File: config.mk
export PLATFORM = sky130hd
export DESIGN_NAME = gf180mcu_fd_sc_mcu9t5v0__aoi21_bist_top_flat
export DESIGN_NICKNAME = d
export VERILOG_FILES = /design/src/rtl/gf180mcu_fd_sc_mcu9t5v0__aoi21_bist_pkg.sv /design/src/rtl/gf180mcu_fd_sc_mcu9t5v0__aoi21_bist_if.sv /design/src/rtl/gf180mcu_fd_sc_mcu9t5v0__aoi21_bist_cell.sv /design/src/rtl/gf180mcu_fd_sc_mcu9t5v0__aoi21_bist_top.sv /design/src/rtl/gf180mcu_fd_sc_mcu9t5v0__aoi21_bist.sv /design/src/flat_wrapper.sv
export SDC_FILE = /design/constraint.sdc
export NUM_CORES = 1
export LEC_CHECK = 0
export BUFFER_PORTS_ARGS = -buffer_cell sky130_fd_sc_hd__buf_2
export CAP_MARGIN = 20
export CORE_ASPECT_RATIO = 0.75
export CORE_MARGIN = 10
export CORE_UTILIZATION = 29
export CTS_BUF_LIST = sky130_fd_sc_hd__clkbuf_4
export DETAILED_ROUTE_END_ITERATION = 7
export PLACE_DENSITY = 0.57
export REMOVE_ABC_BUFFERS = 1
export SKIP_LAST_GASP = 1
export SLEW_MARGIN = 0
export SYNTH_ARGS = -nofsm -noshare
export SYNTH_HDL_FRONTEND = slang
export SYNTH_HIERARCHICAL = 1
export SYNTH_SLANG_ARGS = --single-unit
File: constraint.sdc
create_clock -name CLK -period 2.3 [get_ports CLK]
set_input_delay 0.46 -clock CLK [delete_from_list [all_inputs] [get_ports CLK]]
set_output_delay 0.46 -clock CLK [all_outputs]
set_load 0.005 [all_outputs]
File: src/rtl/gf180mcu_fd_sc_mcu9t5v0__aoi21_bist_pkg.sv
// Shared definitions for the cell BIST sequencers: state encoding,
// vector width and the aoi21 golden model.
package gf180mcu_fd_sc_mcu9t5v0__bist_pkg;

  localparam int VEC_W = 3;
  localparam logic [VEC_W-1:0] VEC_LAST = '1;

  typedef enum logic [1:0] {
    ST_IDLE,
    ST_SETTLE,
    ST_SAMPLE,
    ST_DONE
  } bist_state_t;

  // Expected ZN for vector {A1,A2,B}: ZN = !((A1 & A2) | B)
  function automatic logic aoi21_golden(input logic [VEC_W-1:0] vec);
    return ~((vec[2] & vec[1]) | vec[0]);
  endfunction

endpackage

File: src/rtl/gf180mcu_fd_sc_mcu9t5v0__aoi21_bist_if.sv
// Control/status bus of the aoi21 BIST sequencer. The master issues
// START/ABORT levels; the sequencer (slave) returns run status and results.
interface gf180mcu_fd_sc_mcu9t5v0__aoi21_bist_if
  import gf180mcu_fd_sc_mcu9t5v0__bist_pkg::*;
#(
  parameter int ERR_W = 8
);
  logic             START;
  logic             ABORT;
  logic             BUSY;
  logic             DONE;
  logic             PASS;
  logic [ERR_W-1:0] ERR_CNT;
  logic             FAIL_VALID;
  logic [VEC_W-1:0] FAIL_VEC;

  modport master (
    output START, ABORT,
    input  BUSY, DONE, PASS, ERR_CNT, FAIL_VALID, FAIL_VEC
  );

  modport slave (
    input  START, ABORT,
    output BUSY, DONE, PASS, ERR_CNT, FAIL_VALID, FAIL_VEC
  );
endinterface

File: src/rtl/gf180mcu_fd_sc_mcu9t5v0__aoi21_bist_cell.sv
// Behavioural aoi21 cell: ZN = !((A1 & A2) | B).
module gf180mcu_fd_sc_mcu9t5v0__aoi21 (
  input  logic A1,
  input  logic A2,
  input  logic B,
  output logic ZN
);
  assign ZN = ~((A1 & A2) | B);
endmodule

File: src/rtl/gf180mcu_fd_sc_mcu9t5v0__aoi21_bist_top.sv
// Characterisation wrapper: one BIST sequencer driving one aoi21 cell,
// with the cell output looped back. Cell pins are exposed for observation.
module gf180mcu_fd_sc_mcu9t5v0__aoi21_bist_top #(
  parameter int SETTLE = 2,
  parameter int PASSES = 1,
  parameter int ERR_W  = 8
) (
  input  logic CLK,
  input  logic RST,
  gf180mcu_fd_sc_mcu9t5v0__aoi21_bist_if.slave bus,
  output logic A1,
  output logic A2,
  output logic B,
  output logic ZN
);

  gf180mcu_fd_sc_mcu9t5v0__aoi21_bist #(
    .SETTLE (SETTLE),
    .PASSES (PASSES),
    .ERR_W  (ERR_W)
  ) u_seq (
    .CLK (CLK),
    .RST (RST),
    .bus (bus),
    .A1  (A1),
    .A2  (A2),
    .B   (B),
    .ZN  (ZN)
  );

  gf180mcu_fd_sc_mcu9t5v0__aoi21 u_cell (
    .A1 (A1),
    .A2 (A2),
    .B  (B),
    .ZN (ZN)
  );

endmodule

File: src/rtl/gf180mcu_fd_sc_mcu9t5v0__aoi21_bist.sv
// BIST sequencer for the aoi21 cell. Sweeps {A1,A2,B} through 0..7 for
// PASSES sweeps, holds each vector SETTLE cycles plus one sample cycle,
// compares ZN with the golden model and records mismatch statistics.
module gf180mcu_fd_sc_mcu9t5v0__aoi21_bist
  import gf180mcu_fd_sc_mcu9t5v0__bist_pkg::*;
#(
  parameter int SETTLE = 2,
  parameter int PASSES = 1,
  parameter int ERR_W  = 8
) (
  input  logic CLK,
  input  logic RST,
  gf180mcu_fd_sc_mcu9t5v0__aoi21_bist_if.slave bus,
  output logic A1,
  output logic A2,
  output logic B,
  input  logic ZN
);

  localparam int PW = $clog2(PASSES) + 1;
  localparam int SW = $clog2(SETTLE) + 1;
  localparam logic [PW-1:0]    PCNT_LAST = PW'(PASSES - 1);
  localparam logic [SW-1:0]    SCNT_INIT = SW'(SETTLE - 1);
  localparam logic [ERR_W-1:0] ERR_MAX   = '1;

  bist_state_t      state;
  logic [VEC_W-1:0] vec;
  logic [PW-1:0]    pcnt;
  logic [SW-1:0]    scnt;
  logic [ERR_W-1:0] err_cnt;
  logic             fail_valid;
  logic [VEC_W-1:0] fail_vec;
  logic             busy;
  logic             done;
  logic             pass;

  logic             mismatch;
  logic [ERR_W-1:0] err_inc;

  // ZN is only meaningful in SAMPLE; the counter saturates at its maximum
  assign mismatch = (ZN != aoi21_golden(vec));
  assign err_inc  = (mismatch && (err_cnt != ERR_MAX)) ? err_cnt + 1'b1 : err_cnt;

  // The vector register is the cell drive, so the cell inputs are registered
  assign {A1, A2, B} = vec;

  assign bus.BUSY       = busy;
  assign bus.DONE       = done;
  assign bus.PASS       = pass;
  assign bus.ERR_CNT    = err_cnt;
  assign bus.FAIL_VALID = fail_valid;
  assign bus.FAIL_VEC   = fail_vec;

  // Sequencer FSM with registered status outputs; RST beats ABORT beats START
  always_ff @(posedge CLK) begin
    if (RST) begin
      state      <= ST_IDLE;
      vec        <= '0;
      pcnt       <= '0;
      scnt       <= '0;
      err_cnt    <= '0;
      fail_valid <= 1'b0;
      fail_vec   <= '0;
      busy       <= 1'b0;
      done       <= 1'b0;
      pass       <= 1'b0;
    end else if (bus.ABORT) begin
      // results are kept for debug; only the sequencing is dropped
      state <= ST_IDLE;
      vec   <= '0;
      pcnt  <= '0;
      scnt  <= '0;
      busy  <= 1'b0;
      done  <= 1'b0;
      pass  <= 1'b0;
    end else begin
      case (state)
        ST_IDLE, ST_DONE: begin
          if (bus.START) begin
            state      <= ST_SETTLE;
            vec        <= '0;
            pcnt       <= '0;
            scnt       <= SCNT_INIT;
            err_cnt    <= '0;
            fail_valid <= 1'b0;
            fail_vec   <= '0;
            busy       <= 1'b1;
            done       <= 1'b0;
            pass       <= 1'b0;
          end
        end
        ST_SETTLE: begin
          if (scnt == '0) state <= ST_SAMPLE;
          else            scnt  <= scnt - 1'b1;
        end
        ST_SAMPLE: begin
          err_cnt <= err_inc;
          if (mismatch && !fail_valid) begin
            fail_valid <= 1'b1;
            fail_vec   <= vec;
          end
          if (vec != VEC_LAST) begin
            vec   <= vec + 1'b1;
            scnt  <= SCNT_INIT;
            state <= ST_SETTLE;
          end else if (pcnt != PCNT_LAST) begin
            vec   <= '0;
            pcnt  <= pcnt + 1'b1;
            scnt  <= SCNT_INIT;
            state <= ST_SETTLE;
          end else begin
            // vector 7 stays driven while DONE is held
            state <= ST_DONE;
            busy  <= 1'b0;
            done  <= 1'b1;
            pass  <= (err_inc == '0);
          end
        end
        default: state <= ST_IDLE;
      endcase
    end
  end

endmodule

File: src/flat_wrapper.sv
// flat-port wrapper written by rule: the top's interface ports become plain ports
module gf180mcu_fd_sc_mcu9t5v0__aoi21_bist_top_flat 
#(
  parameter int SETTLE = 2,
  parameter int PASSES = 1,
  parameter int ERR_W  = 8
)
  (CLK, RST, A1, A2, B, ZN, bus_START, bus_ABORT, bus_BUSY, bus_DONE, bus_PASS, bus_ERR_CNT, bus_FAIL_VALID, bus_FAIL_VEC);
  gf180mcu_fd_sc_mcu9t5v0__aoi21_bist_if #(.ERR_W(ERR_W)) bus_i ();
  input  logic CLK;
  input  logic RST;
  output logic A1;
  output logic A2;
  output logic B;
  output logic ZN;
  input wire logic [$bits(bus_i.START)-1:0] bus_START;
  input wire logic [$bits(bus_i.ABORT)-1:0] bus_ABORT;
  output wire logic [$bits(bus_i.BUSY)-1:0] bus_BUSY;
  output wire logic [$bits(bus_i.DONE)-1:0] bus_DONE;
  output wire logic [$bits(bus_i.PASS)-1:0] bus_PASS;
  output wire logic [$bits(bus_i.ERR_CNT)-1:0] bus_ERR_CNT;
  output wire logic [$bits(bus_i.FAIL_VALID)-1:0] bus_FAIL_VALID;
  output wire logic [$bits(bus_i.FAIL_VEC)-1:0] bus_FAIL_VEC;
  assign bus_i.START = bus_START;
  assign bus_i.ABORT = bus_ABORT;
  assign bus_BUSY = bus_i.BUSY;
  assign bus_DONE = bus_i.DONE;
  assign bus_PASS = bus_i.PASS;
  assign bus_ERR_CNT = bus_i.ERR_CNT;
  assign bus_FAIL_VALID = bus_i.FAIL_VALID;
  assign bus_FAIL_VEC = bus_i.FAIL_VEC;
  gf180mcu_fd_sc_mcu9t5v0__aoi21_bist_top #(.SETTLE(SETTLE), .PASSES(PASSES), .ERR_W(ERR_W)) u_core (.CLK(CLK), .RST(RST), .bus(bus_i), .A1(A1), .A2(A2), .B(B), .ZN(ZN));
endmodule
**After elaboration in Yosys (flattened, before gate mapping)**

Cells that the tools add are included.

- Output and inout bits: 19
- Input bits: 4
- Register bits: 10

- Reduce and logical (&&, ||, !) cells: 10
- Muxes and demuxes: 24
- Bitwise operators: 3
- Equality and inequality tests: 10
- Add/sub/neg operators: 3

Operator list:

| kind | number |
|---|---|
| 2-bit two-way mux | 7 |
| 2-bit one-hot mux with 3 select lines | 2 |
| 2-bit inequality test (second input constant) | 5 |
| 3-bit two-way mux | 3 |
| 3-bit AND reduction | 3 |
| 1-bit two-way mux | 8 |
| 3-bit inequality test (second input constant) | 2 |
| 1-bit one-hot mux with 2 select lines | 3 |
| 3-bit one-hot mux with 2 select lines | 1 |
| 2-bit equality test (second input constant) | 2 |
| 2-bit logical NOT | 2 |
| 4-bit AND reduction | 1 |
| 2-bit OR reduction | 2 |
| 3-bit by 1-bit adder with 3-bit output (second input constant) | 1 |
| 2-bit by 1-bit equality test with 1-bit output (second input constant) | 1 |
| 2-bit AND reduction | 1 |
| 2-bit nonzero test | 1 |
| 2-bit by 1-bit subtractor with 2-bit output (second input constant) | 1 |
| 1-bit adder (second input constant) | 1 |
| 1-bit bitwise AND | 1 |
| 1-bit inverter | 1 |
| 1-bit OR | 1 |

**Longest topological paths before layout**

Gate-level depths: netlist of run 1.

- Depth in word-level cells: 4
- Depth in mapped cells: 8

**Modules after synthesis**

The synthesis of run 1 kept the hierarchy.

Modules (own cells, without submodules):

| module | area an instance (µm²) | seq. area each (µm²) | cells an instance | instances |
|---|---|---|---|---|
| gf180mcu_fd_sc_mcu9t5v0__aoi21_bist | 1410.1 | 440.4 | 183 | 1 |
| gf180mcu_fd_sc_mcu9t5v0__aoi21 | 8.8 | 0.0 | 1 | 1 |

**Least setup slack after synthesis of run 1**

Ideal clock, no wire load.

- Path type: reg2reg
- Start point: register u_core.u_seq.state[0]
- End point: register, netlist name u_core/u_seq/bus.ERR_CNT[6]
- Stages on the path, launching flop included: 8
- Clock period less this slack: 1946 ps
- Slack: 354 ps
- Library setup time: 101 ps
- Arrival: 1844 ps
- Cell sequence: dfxtp_1 -> inv_1 -> ha_1 -> nor2b_1 -> or3_1 -> nor3_1 -> nand2_1 -> o41ai_1

RTL lines:

| item | RTL line | text |
|---|---|---|
| from (decl) | gf180mcu_fd_sc_mcu9t5v0__aoi21_bist.sv:26 | `bist_state_t state;` |
| from (signal assigned) | gf180mcu_fd_sc_mcu9t5v0__aoi21_bist.sv:57 | `state <= ST_IDLE;` |
| from (signal assigned) | gf180mcu_fd_sc_mcu9t5v0__aoi21_bist.sv:69 | `state <= ST_IDLE;` |
| from (signal assigned) | gf180mcu_fd_sc_mcu9t5v0__aoi21_bist.sv:80 | `state <= ST_SETTLE;` |

==> results.md, run 1 <==
* Status: finished, final reports clean
* Cell-internal power at 0.000585 W
* Max Cap Viol at 0
* VDD IR max at 0.000329 V
* Antenna violations before repair at 0
* Worst slew pin tran at 0.553 ns
* Routed Antenna Nets at 0
* Syn Inst Count at 184
* Core Box Area at 4600 um2
* F_max at 482 MHz
* Largest net degree at the start of global routing at 15
* Sequential power share at 0.503
* Arr. time, crit path at 2.32 ns
* Max transition margin at 0.629
* CP Max Fanout at 6
* Fillers at 495
* Syn-to-layout area delta at 18.7%
* Via count at 1388
* DR iter-0 viols at 175
* Clk_skew at 0.0118 ns
* Layout cells sized above 1 at 0.200
* Power, Total at 0.000770 W
* Final Critical Period at 2.08 ns
* DIE WIDTH at 101 um
* Clk slew on worst S/H paths at 0.15 ns
* Clk sinks at 22
* CP delay by family, top: simple AND/OR/NAND/NOR gates
* GPL Wtd Cong at 0.834
* Port Buffer Count at 22
* Total track usage at 0.0981
* Hold Crit Class: reg2reg
* Cells along the critical path: inv_1, ha_1, nor2b_1, or3_1, nor3_2, nand2_1, o41ai_1
* CTS tree: yes
* Mapped cell area at 1420 um2
* Routed length per placed instance at 15.0 um
* Synth warn at 6
* DRC Markers at 0
* CP bufs+invs at 1
* Post-synth top area cell: dfxtp_1
* Die Ht at 80.6 um
* Combinational share of power at 0.087
* Slew Viols, Final at 0
* Post-CTS Setup Repair Bufs at 0
* Post-Place Cells at 263
* Wire length on met1 at 2140 um
* Num rows at 21
* CTS H-tree depth at 1
* Critical Path RT at 2.55 ns
* Total Routed Length at 4000 um
* CP Class: reg2reg
* Number of synthesized flops with an enable pin at 0
* Hpwl dp at 3030 um
* Power per cell area at 457 nW/um2
* Vias per cell at 5.20
* Grt ovf at 0
* Sequential fraction of the synthesis area at 0.310
* Crit end category: register
* Yosys reg bits at 22
* Crit-path max cell delay at 0.40 ns
* I/O pin cnt at 23
* Met2 WL at 1660 um
* Fin cells at 267
* Switching power at 0.000185 W
* Fin crit share at 0.902
* CTS Buf Count at 3
* CTS Buffer Depth at 2
* Number of global-route vias before repair at 1305
* Mean post-synth cell area at 7.71 um2
* Pre-Repair DR Iteration Count at 4
* Final setup margin at 0.224 ns
* Synth area leaders: dfxtp_1 31%, ha_1 6.2%, a21oi_1 6.0%
* Routed wl met3 at 194 um
* Switch share at 0.240
* Fin nets at 222
* Highest Signal Layer: met4
* Slowest-stage cell, CP: dfxtp_1
* Setup WS pre-CTS at 0.154 ns
* Ys async rst share at 0
* CTS root buf: clkbuf_4
* Full die area at 8120 um2
* Antenna diodes at 0
* Setup TNS at 0 ns
* Pleak at 0.640 nW
* Final setup fails at 0
* Number of distinct library cells after synthesis at 43
* Main synth FF type: dfxtp_1
* RSZ-0062 raised after global routing: no
* CP Launch Type: register
* Top cell type's share of synthesized area at 0.310
* Clock Power Share at 0.410
* Skew-Pair Late Insertion Delay at 0.33 ns
* First-pass GRT wire length at 6640 um
* Starting Density at 0.309
* Fin. Hold Viols at 0
-- kinds of logic after synthesis --
family,Yosys count,synth area share
and+or+nand+nor,73,0.258
adders and majority gates,7,0.0617
xor gates and xnor gates,2,0.0176
muxes,3,0.0229
AOI/OAI and AO/OA,60,0.284
buffers and inverters,17,0.0450
DFF,22,0.310
-- worst register-to-register path: cells and delay by family, from the launching register on --
| family | cells | cell delay (ns) |
|---|---|---|
| AO/OA/AOI/OAI | 1 | 0.22 |
| flip-flops | 1 | 0.40 |
| AND/OR/NAND/NOR | 4 | 0.94 |
| buffers and inverters | 1 | 0.06 |
| adder cells (fa/ha/maj) | 1 | 0.36 |
-- layout by cell type (no fill, tap or decap), types with 5 or more instances in the layout --
cell type | synthesis | routed
inv_1 | 10 | 10
dfxtp_1 | 22 | 22
and3_1 | 6 | 6
buf_4 | 0 | 7
nand3_1 | 5 | 5
a21oi_1 | 17 | 17
buf_2 | 0 | 22
ha_1 | 7 | 7
nand2b_1 | 8 | 8
nor2_1 | 17 | 17
nand2_1 | 17 | 17
o21ai_0 | 13 | 13
-- cell usage after synthesis, types with 2 or more instances --
master and n:
a31oi_1 4, nor3_1 5, nor2b_1 3, a211oi_1 3, ha_1 7, and3_1 6
o32ai_1 3, nand3_1 5, dfxtp_1 22, o21ai_0 13, a311oi_1 2, inv_1 10
nand2_1 17, nand2b_1 8, a22o_1 2, o31a_1 2, a21oi_1 17, nor2_1 17
mux2_2 2, a22oi_1 3, or3_1 3, nand4_1 3, clkbuf_1 7
-- flip-flops by register name, summed over array words and instances, names as in the netlist --
| signal | cells |
|---|---|
| u_core/u_seq/bus.BUSY | 1 |
| u_core/u_seq/bus.DONE | 1 |
| u_core/u_seq/bus.ERR_CNT | 8 |
| u_core/u_seq/bus.FAIL_VALID | 1 |
| u_core/u_seq/bus.FAIL_VEC | 3 |
| u_core/u_seq/bus.PASS | 1 |
| u_core/u_seq/scnt | 2 |
| u_core/u_seq/state | 2 |
| u_core/u_seq/vec | 3 |
-- power by group through the flow --
stage          clock (W)  sequential, W  combinational [W]
5_1_grt         0.000333       0.000388          0.0000744
2_1_floorplan          0       0.000395          0.0000413
6_report        0.000316       0.000387          0.0000666
3_3_place_gp           0       0.000396          0.0000667
4_1_cts         0.000323       0.000387          0.0000662
3_5_place_dp           0       0.000396          0.0000657
-- layer usage --
layer	vias up	global-route usage
li1	730	-
met1	620	0.144
met2	36	0.138
met3	2	0.0240
met4	0	0.0211
met5	-	0
-- area by class of cell --
class | count | area [um2] | area share
multi-input combinational | 145 | 920 | 0.546
tap | 57 | 71.3 | 0.0423
inverter | 10 | 37.5 | 0.0223
clock inverter | 1 | 30.0 | 0.0178
timing repair buffer | 29 | 163 | 0.0966
sequential | 22 | 440 | 0.262
clock buffer | 3 | 22.5 | 0.0134
-- metrics by stage --
step / hold WS [ns] / util / cell area [um2]
2_1_floorplan: 0.457 / - / 1390
5_1_grt: 0.512 / 0.366 / 1680
3_3_place_gp: 0.459 / 0.354 / 1630
4_1_cts: 0.488 / 0.365 / 1680
6_report: 0.487 / 0.366 / 1680
3_5_place_dp: 0.465 / 0.354 / 1630
-- worst paths after layout --
kind	start	end	slack, ns	cells past startpoint
max	u_core/u_seq/state[0]$_SDFFE_PP0P_	u_core/u_seq/bus.ERR_CNT[6]$_SDFFE_PP0P_	0.22	7
min	u_core/u_seq/bus.FAIL_VEC[2]$_SDFFE_PP0P_	u_core/u_seq/bus.FAIL_VEC[2]$_SDFFE_PP0P_	0.49	2
max reg2reg	u_core/u_seq/state[0]$_SDFFE_PP0P_	u_core/u_seq/bus.ERR_CNT[6]$_SDFFE_PP0P_	0.22	7
min reg2reg	u_core/u_seq/bus.FAIL_VEC[2]$_SDFFE_PP0P_	u_core/u_seq/bus.FAIL_VEC[2]$_SDFFE_PP0P_	0.49	2
-- what timing repair did --
action                                  4_1_cts  5_1_grt
endpoints found under the hold margin         0        0
gates resized for setup                       0        1
endpoints found under the setup margin        0        2
hold buffers                                  0        0
(Power assumes the default switching activity.)
==> run 2: changes to the inputs <==
Settings changed: CORE_ASPECT_RATIO 0.75 to 0.6.
==> results.md, run 2 (synthesized netlist as in run 1, its figures left out) <==
* Status: finished, final reports clean
* Via count at 1448 (+4.3%)
* Met2 WL at 1700 um (+2.5%)
* Grt ovf at 0 (unchanged)
* Worst slew pin tran at 0.479 ns (-0.0740 ns)
* Antenna diodes at 0 (unchanged)
* Routed wl met3 at 267 um (+38%)
* Setup TNS at 0 ns (unchanged)
* Clk_skew at 0.00642 ns (-0.00541 ns)
* DRC Markers at 0 (unchanged)
* Most frequent cells in the layout: 22 x buf_2, 22 x dfxtp_1, 17 x nand2_1, 17 x a21oi_1, 17 x nor2_1
* Largest register FFs at 8 (unchanged)
* Critical Path RT at 2.52 ns (-0.03 ns)
* Final core area utilization at 0.357 (-0.00885)
* Power per cell area at 386 nW/um2 (-15%)
* CP Launch Type: register
* Core Box Area at 4660 um2 (+1.3%)
* Cells along the critical path: inv_1, ha_1, nor2b_1, or3_1, nor3_2, nand2_1, o41ai_1
* First-pass GRT wire length at 6590 um (-0.72%)
* Starting Density at 0.305 (-0.00406)
* Routed length per placed instance at 14.9 um (-0.51%)
* CP Class: reg2reg
* CTS Buf Count at 3 (unchanged)
* Antenna violations before repair at 0 (unchanged)
* Crit-path max cell delay at 0.41 ns (about the same)
* CTS Buffer Depth at 2 (unchanged)
* CP Max Fanout at 5 (-1)
* Syn-to-layout area delta at 17.4%
* Vias per cell at 5.30 (+2.0%)
* Largest net degree at the start of global routing at 15 (unchanged)
* DIE WIDTH at 110 um (+9.5%)
* Num rows at 19 (-9.5%)
* GPL Wtd Cong at 0.849 (+1.7%)
* Crit end category: register
* Fin crit share at 0.884 (-0.0184)
* VDD IR max at 0.000138 V (-58%)
* Slew Viols, Final at 0 (unchanged)
* Total Routed Length at 4070 um (+1.7%)
* Skew-Pair Late Insertion Delay at 0.31 ns (-0.02 ns)
* Arr. time, crit path at 2.25 ns (-0.07 ns)
* CTS Hold Bufs at 0 (unchanged)
* Max Cap Viol at 0 (unchanged)
* Fin. Hold Viols at 0 (unchanged)
* Die Ht at 74.2 um (-7.9%)
* I/O pin cnt at 23 (unchanged)
* Clk slew on worst S/H paths at 0.13 ns (-0.02 ns)
* CTS root buf: clkbuf_4
* Fin nets at 222 (unchanged)
* Max transition margin at 0.679 (+0.0496)
* Post-CTS sizing at 0 (unchanged)
* Slowest-stage cell, CP: dfxtp_1
* Number of global-route vias before repair at 1313 (+0.61%)
* Total track usage at 0.100 (+0.00189)
* Full die area at 8180 um2 (+0.77%)
* Final Critical Period at 2.03 ns (-0.0424 ns)
* F_max at 492 MHz (+2.1%)
* DR iter-0 viols at 146 (-17%)
* CTS tree: yes
* Hpwl dp at 3130 um (+3.2%)
* Routed Antenna Nets at 0 (unchanged)
* Hold Crit Class: reg2reg
* Post-CTS Setup Repair Bufs at 0 (unchanged)
* Highest Signal Layer: met4
* WHS at 0.486 ns (-0.00157 ns)
* Clk sinks at 22 (unchanged)
* RSZ-0062 raised after global routing: no
* Pre-Repair DR Iteration Count at 4 (unchanged)
* CTS H-tree depth at 1 (unchanged)
* Pleak at 0.625 nW (-2.3%)
* Layout cells sized above 1 at 0.195 (-0.00476)
* Final setup fails at 0 (unchanged)
* Wire length on met1 at 2080 um (-3.0%)
* Port Buffer Count at 22 (unchanged)
run 2: per-layer routing:
layer | vias to the layer above | track usage
li1 | 732 | -
met1 | 678 | 0.144
met2 | 36 | 0.145
met3 | 2 | 0.0276
met4 | 0 | 0.0199
met5 | - | 0
run 2: cell type report:
| class | count | area [um2] |
|---|---|---|
| clock inverters | 1 | 3.75 |
| flip-flops and latches | 22 | 440 |
| well taps | 63 | 78.8 |
| clock buffers | 3 | 22.5 |
| fillers | 523 | 2990 |
| repair buffers | 29 | 163 |
| inverters | 10 | 37.5 |
| multi-input cells | 145 | 920 |
run 2: worst max-delay path: cells and delay by family (launching register included):
kind                     cells  cell delay (ns)
AO/OA/AOI/OAI                1             0.24
adder cells (fa/ha/maj)      1             0.32
buffers and inverters        1             0.06
flip-flops                   1             0.41
AND/OR/NAND/NOR              4             0.92
run 2: worst paths after layout:
kind	start	to	slack [ns]	depth (start not counted)
worst max-delay path	u_core/u_seq/state[0]$_SDFFE_PP0P_	u_core/u_seq/bus.ERR_CNT[6]$_SDFFE_PP0P_	0.27	7
worst min-delay path	u_core/u_seq/bus.FAIL_VEC[2]$_SDFFE_PP0P_	u_core/u_seq/bus.FAIL_VEC[2]$_SDFFE_PP0P_	0.49	2
worst max register to register	u_core/u_seq/state[0]$_SDFFE_PP0P_	u_core/u_seq/bus.ERR_CNT[6]$_SDFFE_PP0P_	0.27	7
worst min register to register	u_core/u_seq/bus.FAIL_VEC[2]$_SDFFE_PP0P_	u_core/u_seq/bus.FAIL_VEC[2]$_SDFFE_PP0P_	0.49	2
run 2: per-stage QoR:
| stage | worst slack (ns) | area (um2) | power [W] | instances |
|---|---|---|---|---|
| 2_1_floorplan | 0.354 | 1390 | 0.000437 | 177 |
| 3_3_place_gp | 0.272 | 1630 | 0.000464 | 269 |
| 3_5_place_dp | 0.234 | 1630 | 0.000463 | 269 |
| 4_1_cts | 0.188 | 1660 | 0.000659 | 273 |
| 5_1_grt | 0.0866 | 1670 | 0.000687 | 273 |
| 6_report | 0.267 | 1670 | 0.000643 | 273 |
run 2: report_power, final:
part           leakage [nW]  internal (W)  switching, W
Sequential            0.178      0.000384    0.00000284
Clock                0.0154     0.0000633      0.000124
Combinational         0.432     0.0000247     0.0000439
